File: config.mk
export PLATFORM = sky130hd
export DESIGN_NAME = mastermind_round_ctrl
export DESIGN_NICKNAME = d
export VERILOG_FILES = /design/src/rtl/mastermind_pkg.sv /design/src/rtl/mastermind_press_detect.sv /design/src/rtl/mastermind_round_ctrl.sv
export SDC_FILE = /design/constraint.sdc
export NUM_CORES = 1
export LEC_CHECK = 0
export CORE_UTILIZATION = 37
export DETAILED_ROUTE_END_ITERATION = 10
export PLACE_DENSITY = 0.67
export SLEW_MARGIN = 40
export SYNTH_ARGS = -nofsm -noshare
export SYNTH_HDL_FRONTEND = slang
export SYNTH_SLANG_ARGS = --single-unit
File: constraint.sdc
create_clock -name clk -period 1.55 [get_ports clk]
set_input_delay 0.155 -clock clk [delete_from_list [all_inputs] [get_ports clk]]
set_output_delay 0.155 -clock clk [all_outputs]
set_load 0.01 [all_outputs]
File: src/rtl/mastermind_pkg.sv
// Shared widths, the controller state enum and the score legality rule.
package mastermind_pkg;

    localparam int DIGIT_W = 3;
    localparam int SLOTS   = 4;
    localparam int CODE_W  = DIGIT_W * SLOTS;
    localparam int IDX_W   = 2;
    localparam int PHASE_W = 3;
    localparam int COUNT_W = 4;

    localparam logic [IDX_W-1:0] LAST_SLOT = IDX_W'(SLOTS - 1);

    typedef enum logic [PHASE_W-1:0] {
        LOAD_CODE  = 3'd0,
        LOAD_GUESS = 3'd1,
        SCORE_REQ  = 3'd2,
        SCORE_WAIT = 3'd3,
        WIN        = 3'd4,
        LOSE       = 3'd5
    } phase_t;

    // A score is only meaningful when red and red+white both fit in four pegs;
    // the sum is formed one bit wider so 7+7 cannot wrap into a legal value.
    function automatic logic result_legal(input logic [DIGIT_W-1:0] red,
                                          input logic [DIGIT_W-1:0] white);
        logic [DIGIT_W:0] sum;
        sum = {1'b0, red} + {1'b0, white};
        return (red <= 3'd4) && (sum <= 4'd4);
    endfunction

endpackage

File: src/rtl/mastermind_press_detect.sv
// Turns the level-sensitive load key into a single-cycle press pulse.
module mastermind_press_detect
    import mastermind_pkg::*;
(
    input  logic clk,
    input  logic reset,
    input  logic load,
    output logic press
);

    logic load_q;

    // Remember last cycle's key level so only the rising edge counts as a press.
    always_ff @(posedge clk) begin
        if (reset) begin
            load_q <= 1'b0;
        end else begin
            load_q <= load;
        end
    end

    assign press = load & ~load_q;

endmodule

File: src/rtl/mastermind_round_ctrl.sv
// Mastermind round controller: collects code and guess digits, hands each
// complete guess to an external scorer, and tracks win/lose/error status.
module mastermind_round_ctrl
    import mastermind_pkg::*;
#(
    parameter int MAX_GUESSES   = 8,
    parameter int SCORE_TIMEOUT = 31
) (
    input  logic                 clk,
    input  logic                 reset,
    input  logic                 load,
    input  logic [DIGIT_W-1:0]   data_in,
    output logic                 score_start,
    input  logic                 score_done,
    input  logic [DIGIT_W-1:0]   red_in,
    input  logic [DIGIT_W-1:0]   white_in,
    output logic [CODE_W-1:0]    code,
    output logic [CODE_W-1:0]    guess,
    output logic [DIGIT_W-1:0]   red_out,
    output logic [DIGIT_W-1:0]   white_out,
    output logic [COUNT_W-1:0]   guess_count,
    output logic [PHASE_W-1:0]   phase,
    output logic                 win,
    output logic                 lose,
    output logic                 score_err
);

    localparam int                 TMR_W    = $clog2(SCORE_TIMEOUT + 1);
    localparam logic [TMR_W-1:0]   TMR_LAST = TMR_W'(SCORE_TIMEOUT - 1);
    localparam logic [COUNT_W-1:0] MAX_CNT  = COUNT_W'(MAX_GUESSES);

    phase_t               state;
    logic [IDX_W-1:0]     idx;
    logic [TMR_W-1:0]     timer;
    logic                 press;
    logic                 legal;
    logic [COUNT_W-1:0]   next_count;

    mastermind_press_detect u_press_detect (
        .clk   (clk),
        .reset (reset),
        .load  (load),
        .press (press)
    );

    assign legal      = result_legal(red_in, white_in);
    assign next_count = guess_count + COUNT_W'(1);
    assign phase      = state;

    // Round sequencing: digit entry, one scoring handshake per guess, and game end.
    always_ff @(posedge clk) begin
        if (reset) begin
            state       <= LOAD_CODE;
            idx         <= '0;
            timer       <= '0;
            code        <= '0;
            guess       <= '0;
            red_out     <= '0;
            white_out   <= '0;
            guess_count <= '0;
            win         <= 1'b0;
            lose        <= 1'b0;
            score_err   <= 1'b0;
            score_start <= 1'b0;
        end else begin
            score_start <= 1'b0;
            case (state)
                LOAD_CODE: begin
                    if (press) begin
                        for (int k = 0; k < SLOTS; k++) begin
                            if (idx == IDX_W'(k)) begin
                                code[k*DIGIT_W +: DIGIT_W] <= data_in;
                            end
                        end
                        idx <= idx + IDX_W'(1);
                        if (idx == LAST_SLOT) begin
                            state <= LOAD_GUESS;
                        end
                    end
                end
                LOAD_GUESS: begin
                    if (press) begin
                        for (int k = 0; k < SLOTS; k++) begin
                            if (idx == IDX_W'(k)) begin
                                guess[k*DIGIT_W +: DIGIT_W] <= data_in;
                            end
                        end
                        idx <= idx + IDX_W'(1);
                        if (idx == LAST_SLOT) begin
                            state       <= SCORE_REQ;
                            score_start <= 1'b1;
                        end
                    end
                end
                SCORE_REQ: begin
                    timer <= '0;
                    state <= SCORE_WAIT;
                end
                SCORE_WAIT: begin
                    if (score_done && legal) begin
                        red_out     <= red_in;
                        white_out   <= white_in;
                        guess_count <= next_count;
                        score_err   <= 1'b0;
                        if (red_in == 3'd4) begin
                            state <= WIN;
                            win   <= 1'b1;
                        end else if (next_count == MAX_CNT) begin
                            state <= LOSE;
                            lose  <= 1'b1;
                        end else begin
                            state <= LOAD_GUESS;
                            idx   <= '0;
                        end
                    end else if (score_done || (timer == TMR_LAST)) begin
                        score_err <= 1'b1;
                        state     <= LOAD_GUESS;
                        idx       <= '0;
                    end else begin
                        timer <= timer + TMR_W'(1);
                    end
                end
                WIN, LOSE: begin
                    if (press) begin
                        state       <= LOAD_CODE;
                        idx         <= '0;
                        code        <= '0;
                        guess       <= '0;
                        red_out     <= '0;
                        white_out   <= '0;
                        guess_count <= '0;
                        win         <= 1'b0;
                        lose        <= 1'b0;
                        score_err   <= 1'b0;
                    end
                end
                default: begin
                    state <= LOAD_CODE;
                    idx   <= '0;
                end
            endcase
        end
    end

endmodule

**Yosys cells after proc, flatten, opt, wreduce, memory -nomap -nowiden**

Index checks and enable logic that the tools add are counted.

- $add $sub $neg: 4
- Magnitude comparators: 2
- Equality and inequality tests: 32
- Muxes and demuxes: 47
- Bitwise logic cells: 5
- Reductions and logical operators: 27

Operators by type and width:

| operator | number |
|---|---|
| 12-bit case mux with 2 select lines | 2 |
| 3-bit two-way mux | 15 |
| 4-bit AND reduction | 9 |
| 2-bit inequality test, second input constant | 17 |
| 12-bit two-way mux | 2 |
| 3-bit case mux with 5 select lines | 1 |
| 2-bit two-way mux | 6 |
| 3-bit case mux with 2 select lines | 2 |
| 6-bit AND reduction | 2 |
| 5-bit two-way mux | 2 |
| 5-bit case mux with 2 select lines | 1 |
| 3-bit equality test, second input constant | 3 |
| 1-bit two-way mux | 9 |
| 3-bit inequality test, second input constant | 3 |
| 3-bit AND reduction | 3 |
| 4-bit two-way mux | 2 |
| 2-bit case mux with 4 select lines | 1 |
| 4-bit case mux with 2 select lines | 1 |
| 2-bit nonzero test | 4 |
| 3-bit by 2-bit equality test with 1-bit output, second input constant | 2 |
| 1-bit case mux with 2 select lines | 3 |
| 5-bit by 1-bit adder with 5-bit output, second input constant | 1 |
| 5-bit equality test, second input constant | 1 |
| 5-bit AND reduction | 1 |
| 18 further kinds | 24 |

- Flip-flop bits (word level): 49
- Logic and storage cells: 136

**Longest topological paths before layout**

Gate-level depths: netlist (run 1).

- Depth after elaboration: 6
- Mapped depth: 9
- Gate-level depth less buffers: 8

**Hierarchy**

A second synthesis (run 1) with hierarchy kept.

- Cells, all modules: 260
- Area, all modules: 2328.5 µm²

Modules (own cells, without submodules):

| module | instances | cells each | area each (µm²) | sequential area each (µm²) |
|---|---|---|---|---|
| mastermind_round_ctrl | 1 | 257 | 2280.9 | 960.9 |
| mastermind_press_detect | 1 | 3 | 47.5 | 20.0 |

**Worst setup path before layout (run 1)**

Ideal clock, no wire load.

- Kind: input to register
- From: input port red_in[0]
- To: register win
- Library setup time: 0.115 ns
- Arrival: 1.577 ns
- Data required time: 1.435 ns
- Slack: -0.141 ns
- Stages: 9
- Path buffers: 1
- Cells stage by stage: ha_1 inv_1 fa_1 xor2_1 a21o_1 nand3_1 buf_2 nor2_1 o21a_1

- Longest elaborated chain between the ends: 6

Ends and longest elaborated chain:

| what | line | text |
|---|---|---|
| start, declared | mastermind_round_ctrl.sv:15 | `input logic [DIGIT_W-1:0] red_in,` |
| 3-bit by 3-bit adder with 4-bit output | mastermind_pkg.sv:27 | `sum = {1'b0, red} + {1'b0, white};` |
| 4-bit by 3-bit <= comparator with 1-bit output | mastermind_pkg.sv:28 | `return (red <= 3'd4) && (sum <= 4'd4);` |
| 1-bit logical AND | mastermind_pkg.sv:28 |  |
| 1-bit logical AND | mastermind_round_ctrl.sv:100 | `if (score_done && legal) begin` |
| 2-bit inequality test (no source line) | n/a |  |
| 4-bit AND reduction (no source line) * | n/a |  |
| end signal, assigned | mastermind_round_ctrl.sv:61 | `win <= 1'b0;` |
| end signal, assigned | mastermind_round_ctrl.sv:107 | `win <= 1'b1;` |
| end signal, assigned | mastermind_round_ctrl.sv:132 | `win <= 1'b0;` |
| end, declared | mastermind_round_ctrl.sv:23 | `output logic win,` |

Mark *: on every way between the ends. The rest lies on a longest branch, timed or not.
A chain may end at the register's enable or synchronous reset.

**Worst setup path in the final report (run 1)**

- From: input port white_in[0]
- To: register idx[0]

- Longest elaborated chain between the ends: 6

Ends and longest elaborated chain:

| what | line | text |
|---|---|---|
| start, declared | mastermind_round_ctrl.sv:16 | `input logic [DIGIT_W-1:0] white_in,` |
| 3-bit by 3-bit adder with 4-bit output * | mastermind_pkg.sv:27 |  |
| 4-bit by 3-bit <= comparator with 1-bit output * | mastermind_pkg.sv:28 |  |
| 1-bit logical AND * | mastermind_pkg.sv:28 |  |
| 1-bit logical AND * | mastermind_round_ctrl.sv:100 |  |
| 3-bit inequality test (no source line) or 2-bit two-way mux (tied branches) | n/a |  |
| 6-bit AND reduction (no source line) or 2-bit case mux with 4 select lines (tied branches) | n/a |  |
| end signal, assigned | mastermind_round_ctrl.sv:75 | `idx <= idx + IDX_W'(1);` |
| end signal, assigned | mastermind_round_ctrl.sv:88 | `idx <= idx + IDX_W'(1);` |
| end, declared | mastermind_round_ctrl.sv:33 | `logic [IDX_W-1:0] idx;` |

Marks and branches as above.

==> run_summary.xml, run 1 <==
<?xml version="1.0" encoding="UTF-8"?>
<metrics>
  <group name="outcome">
    <metric name="outcome" unit="">finished, violations left</metric>
    <metric name="failed_checks" unit="">setup timing</metric>
  </group>
  <group name="synthesis">
    <metric name="dominant_combinational_cell_family_by_area_after_synthesis" unit="">simple AND/OR/NAND/NOR gates</metric>
    <metric name="synthArstFlopShare" unit="%">0</metric>
    <metric name="yosysWarningCount" unit="">0</metric>
    <metric name="synth_fp_nets" unit="">294</metric>
    <metric name="synth_cell_type_count" unit="">46</metric>
    <metric name="synthMuxAreaShare" unit="%">10.5</metric>
    <metric name="synth_seq_cells" unit="">49</metric>
    <metric name="synth_adder_area_share" unit="%">6.07</metric>
    <metric name="netlist_area" unit="sq um">2390</metric>
    <metric name="syn_avg_cell_area" unit="sq um">8.85</metric>
    <metric name="yosys.area_share.simple" unit="%">21.9</metric>
    <metric name="synth_ff_type" unit="">sky130_fd_sc_hd__dfxtp_1</metric>
    <metric name="synth_edf_count" unit="">0</metric>
    <metric name="synth_largest_area_cell" unit="">sky130_fd_sc_hd__dfxtp_1</metric>
    <metric name="netlist_top_cells_count" unit="">49 x sky130_fd_sc_hd__dfxtp_1, 42 x sky130_fd_sc_hd__nor2_1, 25 x sky130_fd_sc_hd__mux2i_1</metric>
    <metric name="synthXorXnorAreaFrac" unit="%">1.47</metric>
    <metric name="most_common_cell_in_the_netlist" unit="">sky130_fd_sc_hd__dfxtp_1</metric>
    <metric name="yosysSeqAreaShare" unit="%">41.0</metric>
    <metric name="synth_top_cell_area_share" unit="%">41.0</metric>
    <metric name="post_synth_main_area_contributors" unit="">sky130_fd_sc_hd__dfxtp_1 41%, sky130_fd_sc_hd__mux2i_1 10%, sky130_fd_sc_hd__nor2_1 6.6%</metric>
    <metric name="synthCells" unit="">270</metric>
    <metric name="synth-compound-area-share" unit="%">14.7</metric>
  </group>
  <group name="critical_path">
    <metric name="crit_type" unit="">in2reg</metric>
    <metric name="cp_endpoint_kind" unit="">flop</metric>
    <metric name="r2r_cells" unit="">7</metric>
    <metric name="critPathLaunchType" unit="">input pin</metric>
    <metric name="timing.critical_path.slowest_stage_cell" unit="">sky130_fd_sc_hd__fa_2</metric>
    <metric name="worst-path-buf-inv" unit="">3</metric>
    <metric name="required" unit="ps">1790</metric>
    <metric name="cp_max_fo" unit="">4</metric>
    <metric name="crit_family" unit="">compound AO/OA/AOI/OAI gates</metric>
    <metric name="cp_cell_sequence" unit="">buf_8 &gt; ha_4 &gt; inv_2 &gt; fa_2 &gt; xor2_2 &gt; buf_4 &gt; a21o_4 &gt; o2111ai_4 &gt; a211o_1 &gt; o21ai_2</metric>
    <metric name="worstSetupPathDepth" unit="">10</metric>
    <metric name="max_stage_delay" unit="ps">410</metric>
    <metric name="critPathArrivalTime" unit="ps">1830</metric>
  </group>
  <group name="placement">
    <metric name="placed_cells_incl_taps" unit="">408</metric>
    <metric name="global_placement_routability_congestion" unit="">0.812</metric>
    <metric name="numPortBuffers" unit="">53</metric>
    <metric name="dp_worst_setup_slack" unit="ps">-730</metric>
    <metric name="hpwl_dp" unit="mm">4.22</metric>
  </group>
  <group name="sta">
    <metric name="hold_violations" unit="">0</metric>
    <metric name="fmaxAchievable" unit="GHz">0.631</metric>
    <metric name="timing.slew.headroom" unit="%">75.9</metric>
    <metric name="setup_repair_after_global_routing_missed_its_margin" unit="">yes</metric>
    <metric name="worst_slew_pin_slew" unit="ps">361</metric>
    <metric name="slew_violations" unit="">0</metric>
    <metric name="totalNegativeSetupSlack" unit="ps">-61.6</metric>
    <metric name="final_clock_skew" unit="ps">8.08</metric>
    <metric name="timing.final.crit_period" unit="ps">1590</metric>
    <metric name="finalWorstSetupSlack" unit="ps">-36.0</metric>
    <metric name="timing.final.crit_share" unit="%">102</metric>
    <metric name="setup_viol_count_final" unit="">2</metric>
  </group>
  <group name="layout">
    <metric name="final_layout_size_suffix_gt1_share" unit="%">23.6</metric>
    <metric name="insertedDiodeCount" unit="">0</metric>
    <metric name="stdcell_count" unit="">422</metric>
    <metric name="area_growth" unit="%">44.4</metric>
    <metric name="finalNetCount" unit="">370</metric>
  </group>
  <group name="drt">
    <metric name="per_cell_routed_wire_length" unit="um">14.9</metric>
    <metric name="viasPerCell" unit="">5.20</metric>
    <metric name="drcViolationCount" unit="">0</metric>
    <metric name="firstDrtPassIters" unit="">4</metric>
    <metric name="met1_wirelength" unit="mm">2.79</metric>
    <metric name="vias" unit="">2193</metric>
    <metric name="wire_length_on_met2" unit="mm">2.98</metric>
    <metric name="highest_layer" unit="">met4</metric>
    <metric name="count_of_routing_violations_after_the_opening_detailed_route_iteration" unit="">81</metric>
    <metric name="ant_nets" unit="">0</metric>
    <metric name="met3RoutedLength" unit="um">393</metric>
    <metric name="routed_wirelength" unit="mm">6.29</metric>
  </group>
  <group name="min_path">
    <metric name="hold_depth" unit="">3</metric>
    <metric name="worst_hold_path_type" unit="">in2reg</metric>
  </group>
  <group name="global_route">
    <metric name="grtUsageTotal" unit="%">19.5</metric>
    <metric name="via_count_of_the_first_global_routing_pass" unit="">2114</metric>
    <metric name="grt_antenna_before_repair" unit="">0</metric>
    <metric name="pin_count_of_the_biggest_net_entering_global_routing" unit="">48</metric>
    <metric name="grt_overflow_total" unit="">0</metric>
    <metric name="grt_first_pass_wirelength" unit="mm">10.0</metric>
  </group>
  <group name="die">
    <metric name="die_width" unit="um">82.4</metric>
    <metric name="pin_count" unit="">54</metric>
    <metric name="fp-row-count" unit="">28</metric>
    <metric name="initial_core_util" unit="%">39.4</metric>
    <metric name="fp.coreArea" unit="sq um">6060</metric>
    <metric name="die_area" unit="sq um">6780</metric>
    <metric name="die_extent_in_y" unit="um">82.4</metric>
  </group>
  <group name="clocking">
    <metric name="tritoncts_clock_tree" unit="">done</metric>
    <metric name="worst_skew_pair.late_latency" unit="ps">310</metric>
    <metric name="cts.path.max_buffers" unit="">2</metric>
    <metric name="cts.clk_slew.worst_paths" unit="ps">90</metric>
    <metric name="hold_buffers" unit="">0</metric>
    <metric name="clock-sinks" unit="">49</metric>
    <metric name="htree_num_levels" unit="">2</metric>
    <metric name="clock-root-buffer" unit="">sky130_fd_sc_hd__clkbuf_8</metric>
    <metric name="cts_inserted_buffers" unit="">5</metric>
  </group>
  <group name="pwr">
    <metric name="power_per_cell_area" unit="nW/um^2">721</metric>
    <metric name="cellLeakagePower" unit="nW">1.38</metric>
    <metric name="peakVddDrop" unit="V">0.000478</metric>
  </group>
  <group name="run">
    <metric name="drv.max_cap_violation_count" unit="">0</metric>
  </group>
</metrics>
==> area by class of cell <==
type	count	area, sq um
tap	75	93.8
sequential	49	988
fill	559	2610
timing repair buffer	83	783
inverter	10	37.5
multi-input combinational	197	1450
clock inverter	2	17.5
clock buffer	6	82.6
==> placed cells by master (no fill, tap or decap), types with 3 or more instances in the layout <==
master,n
sky130_fd_sc_hd__a21o_1,5
sky130_fd_sc_hd__a21oi_1,19
sky130_fd_sc_hd__a21oi_2,5
sky130_fd_sc_hd__and2_1,5
sky130_fd_sc_hd__and2b_1,3
sky130_fd_sc_hd__buf_4,24
sky130_fd_sc_hd__buf_6,6
sky130_fd_sc_hd__clkbuf_8,6
sky130_fd_sc_hd__clkdlybuf4s50_1,46
sky130_fd_sc_hd__dfxtp_1,45
sky130_fd_sc_hd__dfxtp_2,3
sky130_fd_sc_hd__ha_1,6
sky130_fd_sc_hd__ha_4,4
sky130_fd_sc_hd__inv_1,5
sky130_fd_sc_hd__inv_2,5
sky130_fd_sc_hd__mux2i_1,25
sky130_fd_sc_hd__nand2_1,13
sky130_fd_sc_hd__nand2b_1,6
sky130_fd_sc_hd__nand3_1,16
sky130_fd_sc_hd__nor2_1,41
sky130_fd_sc_hd__nor2_2,5
sky130_fd_sc_hd__o21a_1,3
sky130_fd_sc_hd__o21ai_2,3
sky130_fd_sc_hd__xor2_1,3
==> kinds of logic after synthesis <==
kind of cell,Yosys count
compound gates,51
buf+inv,24
xor+xnor,4
fa+ha+maj,11
mux,25
flops,49
simple gates,106
==> what timing repair did <==
| action | 4_1_cts | 5_1_grt |
|---|---|---|
| gates resized for setup | 28 | 26 |
| buffers inserted | 5 | 2 |
| setup endpoints to repair | 18 | 24 |
| pin swaps | 12 | 16 |
==> stage by stage <==
stage / instance area, sq um / power (mW) / utilization (%) / hold WS [ps]
2_1_floorplan: 2420 / 1.49 / - / 283
3_3_place_gp: 3160 / 1.63 / 52.1 / 454
3_5_place_dp: 3160 / 1.64 / 52.1 / 460
4_1_cts: 3370 / 2.49 / 55.5 / 101
5_1_grt: 3450 / 2.59 / 56.9 / 103
6_report: 3450 / 2.49 / 56.9 / 109
==> worst reg2reg max path, stage by stage, from the launching register on <==
cell,delay (ps)
sky130_fd_sc_hd__dfxtp_2,330
sky130_fd_sc_hd__inv_2,60
sky130_fd_sc_hd__ha_4,130
sky130_fd_sc_hd__a41oi_2,130
sky130_fd_sc_hd__o21a_1,230
sky130_fd_sc_hd__nor2_1,270
sky130_fd_sc_hd__a211o_1,200
sky130_fd_sc_hd__o21ai_2,50
==> where the power goes <==
group / leakage, nW / internal, mW / total (mW) / switching (mW)
Clock: 0.0518 / 0.371 / 0.829 / 0.458
Combinational: 0.928 / 0.181 / 0.368 / 0.187
Sequential: 0.398 / 1.28 / 1.29 / 0.0138
Total: 1.38 / 1.83 / 2.49 / 0.659
==> worst paths after layout <==
path	startpoint	to	slack (ps)
setup / recovery	white_in[0]	idx[0]$_SDFFE_PP0P_	-40
hold / removal	white_in[0]	white_out[0]$_SDFFE_PP0P_	110
hold reg to reg	red_out[0]$_SDFFE_PP0P_	red_out[0]$_SDFFE_PP0P_	470
setup reg to reg	timer[0]$_SDFFE_PP0P_	idx[0]$_SDFFE_PP0P_	40
==> registers in the layout, indices dropped and copies added, names as in the netlist <==
name / cells
score_start: 1
white_out: 3
timer: 5
guess: 12
lose: 1
red_out: 3
score_err: 1
win: 1
u_press_detect.load_q: 1
code: 12
idx: 2
phase: 3
guess_count: 4
==> per-layer routing <==
metal	track usage, %	up-vias
li1	-	1076
met1	24.4	1045
met2	32.6	61
met3	4.95	11
met4	6.32	0
met5	0	-
Power figures use the tool's default switching activity.
==> run 2: changes to the inputs <==
Settings changed: DONT_BUFFER_PORTS from default to 1, MAX_ROUTING_LAYER from default to met4, PLACE_DENSITY 0.67 to 0.56.
==> run 2 against run 1 <==
The run ends with hold timing left. Non-clock buffer count down 60. Routed wire length down 11%. Core utilization down 11 points. Largest cell class unchanged.
==> run_summary.xml, run 2 (synthesized netlist as in run 1, its figures left out) <==
<?xml version="1.0" encoding="UTF-8"?>
<metrics>
  <group name="outcome">
    <metric name="outcome" unit="">finished, violations left</metric>
    <metric name="failed_checks" unit="">hold timing</metric>
  </group>
  <group name="global_route">
    <metric name="grt_overflow_total" unit="">0</metric>
    <metric name="grt_antenna_before_repair" unit="">0</metric>
    <metric name="grt_first_pass_wirelength" unit="mm">8.85</metric>
    <metric name="pin_count_of_the_biggest_net_entering_global_routing" unit="">51</metric>
    <metric name="grtUsageTotal" unit="%">18.1</metric>
    <metric name="via_count_of_the_first_global_routing_pass" unit="">1807</metric>
  </group>
  <group name="critical_path">
    <metric name="critPathLaunchType" unit="">flop</metric>
    <metric name="cp_max_fo" unit="">5</metric>
    <metric name="critPathArrivalTime" unit="ps">1700</metric>
    <metric name="required" unit="ps">1800</metric>
    <metric name="worst-path-buf-inv" unit="">1</metric>
    <metric name="cp_endpoint_kind" unit="">flop</metric>
    <metric name="worstSetupPathDepth" unit="">7</metric>
    <metric name="r2r_cells" unit="">7</metric>
    <metric name="cp_cell_sequence" unit="">inv_1 &gt; ha_1 &gt; a41oi_2 &gt; o21a_2 &gt; nor2_4 &gt; a211o_1 &gt; o21ai_1</metric>
    <metric name="crit_type" unit="">reg2reg</metric>
    <metric name="timing.critical_path.slowest_stage_cell" unit="">sky130_fd_sc_hd__dfxtp_2</metric>
    <metric name="crit_family" unit="">compound AO/OA/AOI/OAI gates</metric>
    <metric name="max_stage_delay" unit="ps">340</metric>
  </group>
  <group name="pwr">
    <metric name="power_per_cell_area" unit="nW/um^2">879</metric>
    <metric name="peakVddDrop" unit="V">0.000403</metric>
    <metric name="power.total" unit="mW">2.46</metric>
    <metric name="cellLeakagePower" unit="nW">1.13</metric>
  </group>
  <group name="run">
    <metric name="drv.max_cap_violation_count" unit="">0</metric>
  </group>
  <group name="drt">
    <metric name="routed_wirelength" unit="mm">5.63</metric>
    <metric name="firstDrtPassIters" unit="">4</metric>
    <metric name="vias" unit="">1900</metric>
    <metric name="count_of_routing_violations_after_the_opening_detailed_route_iteration" unit="">89</metric>
    <metric name="per_cell_routed_wire_length" unit="um">15.6</metric>
    <metric name="drcViolationCount" unit="">0</metric>
    <metric name="viasPerCell" unit="">5.25</metric>
    <metric name="ant_nets" unit="">0</metric>
  </group>
  <group name="layout">
    <metric name="finalNetCount" unit="">310</metric>
    <metric name="final_common_cell" unit="">sky130_fd_sc_hd__dfxtp_1</metric>
    <metric name="layout_top_registers" unit="">code: 12 flops, guess: 12 flops, timer: 5 flops</metric>
    <metric name="post-route-cell-area" unit="sq um">2800</metric>
    <metric name="final_layout_size_suffix_gt1_share" unit="%">19.5</metric>
    <metric name="nFillCells" unit="">613</metric>
    <metric name="area_growth" unit="%">17.0</metric>
    <metric name="stdcell_count" unit="">362</metric>
    <metric name="insertedDiodeCount" unit="">0</metric>
    <metric name="final_cell_mix" unit="">46 x sky130_fd_sc_hd__dfxtp_1, 41 x sky130_fd_sc_hd__nor2_1, 25 x sky130_fd_sc_hd__mux2i_1</metric>
  </group>
  <group name="clocking">
    <metric name="tritoncts_clock_tree" unit="">done</metric>
    <metric name="clock-sinks" unit="">49</metric>
    <metric name="clock-root-buffer" unit="">sky130_fd_sc_hd__clkbuf_8</metric>
    <metric name="cts.path.max_buffers" unit="">2</metric>
    <metric name="htree_num_levels" unit="">2</metric>
    <metric name="cts.clk_slew.worst_paths" unit="ps">100</metric>
    <metric name="worst_skew_pair.late_latency" unit="ps">310</metric>
    <metric name="cts_inserted_buffers" unit="">5</metric>
  </group>
  <group name="sta">
    <metric name="timing.final.crit_period" unit="ps">1450</metric>
    <metric name="slew_violations" unit="">0</metric>
    <metric name="fmaxAchievable" unit="GHz">0.691</metric>
    <metric name="timing.final.crit_share" unit="%">93.4</metric>
    <metric name="worst_slew_pin_slew" unit="ps">396</metric>
    <metric name="setup_viol_count_final" unit="">0</metric>
    <metric name="final_clock_skew" unit="ps">10.2</metric>
    <metric name="worst_hold_slack" unit="ps">-79.6</metric>
    <metric name="hold_violations" unit="">39</metric>
    <metric name="finalWorstSetupSlack" unit="ps">102</metric>
    <metric name="timing.slew.headroom" unit="%">73.2</metric>
  </group>
  <group name="die">
    <metric name="die_extent_in_y" unit="um">82.4</metric>
    <metric name="pin_count" unit="">54</metric>
    <metric name="initial_core_util" unit="%">39.4</metric>
    <metric name="die_width" unit="um">82.4</metric>
    <metric name="die_area" unit="sq um">6780</metric>
    <metric name="fp.coreArea" unit="sq um">6060</metric>
    <metric name="fp-row-count" unit="">28</metric>
  </group>
  <group name="placement">
    <metric name="hpwl_dp" unit="mm">3.99</metric>
    <metric name="dp_worst_setup_slack" unit="ps">-125</metric>
    <metric name="placed_cells_incl_taps" unit="">352</metric>
    <metric name="placed_cell_area" unit="sq um">2610</metric>
    <metric name="global_placement_routability_congestion" unit="">0.850</metric>
    <metric name="numPortBuffers" unit="">0</metric>
  </group>
  <group name="min_path">
    <metric name="hold_depth" unit="">1</metric>
    <metric name="worst_hold_path_type" unit="">in2reg</metric>
  </group>
</metrics>
run 2: cell count changes in the layout (fill, tap and decap cells not counted), sizes merged:
cell,change
bufinv,+1
buf,-11
dlygate4sd3,+2
clkdlybuf4s50,-46
dlymetal6s2s,-1
dlygate4sd2,-2
clkbuf,-3
run 2: final timing paths:
check,end,from,slack [ps]
setup / recovery,idx[0]$_SDFFE_PP0P_,timer[0]$_SDFFE_PP0P_,100
hold / removal,guess_count[1]$_SDFFE_PP0P_,reset,-80
setup reg to reg,idx[0]$_SDFFE_PP0P_,timer[0]$_SDFFE_PP0P_,100
hold reg to reg,white_out[0]$_SDFFE_PP0P_,white_out[0]$_SDFFE_PP0P_,510
run 2: power by group:
group / internal [mW] / switching, mW / leakage, nW
sequential: 1.28 / 0.0195 / 0.398
combinational: 0.101 / 0.121 / 0.673
clock: 0.484 / 0.457 / 0.0585
run 2: layer usage:
layer	up-vias	share of wire, %	GRT usage, %
met5	-	0	-
met4	0	1.8	7.02
met3	7	5.8	5.05
met2	52	44	26.9
met1	882	48	23.2
li1	959	-	-
run 2: repair_timing:
action                                 4_1_cts  5_1_grt
hold buffers                                 1        1
endpoints found under the hold margin       42       40
buffers inserted                             0        0
gates resized for setup                      2       14
setup endpoints to repair                    5        8
pin swaps                                    0        3
run 2: area by class of cell:
cell class	count	area, sq um	share of cell area [%]
Multi-Input combinational cell	197	1370	49.0
Timing Repair Buffer	23	194	6.94
Tap cell	75	93.8	3.36
Inverter	10	37.5	1.34
Clock buffer	5	68.8	2.46
Sequential cell	49	987	35.3
Clock inverter	3	43.8	1.57
run 2: worst register-to-register path: stages, from the launching register on:
cell	delay [ps]
sky130_fd_sc_hd__dfxtp_2	340
sky130_fd_sc_hd__inv_1	40
sky130_fd_sc_hd__ha_1	200
sky130_fd_sc_hd__a41oi_2	160
sky130_fd_sc_hd__o21a_2	250
sky130_fd_sc_hd__nor2_4	60
sky130_fd_sc_hd__a211o_1	280
sky130_fd_sc_hd__o21ai_1	60
run 2: through the flow:
stage                     utilization [%]  setup TNS, ps
after floorplan                         -              0
after global placement               43.0           -865
after detailed placement             43.0          -1050
after CTS                            45.2              0
after global routing                 46.1          -5.80
final                                46.1              0
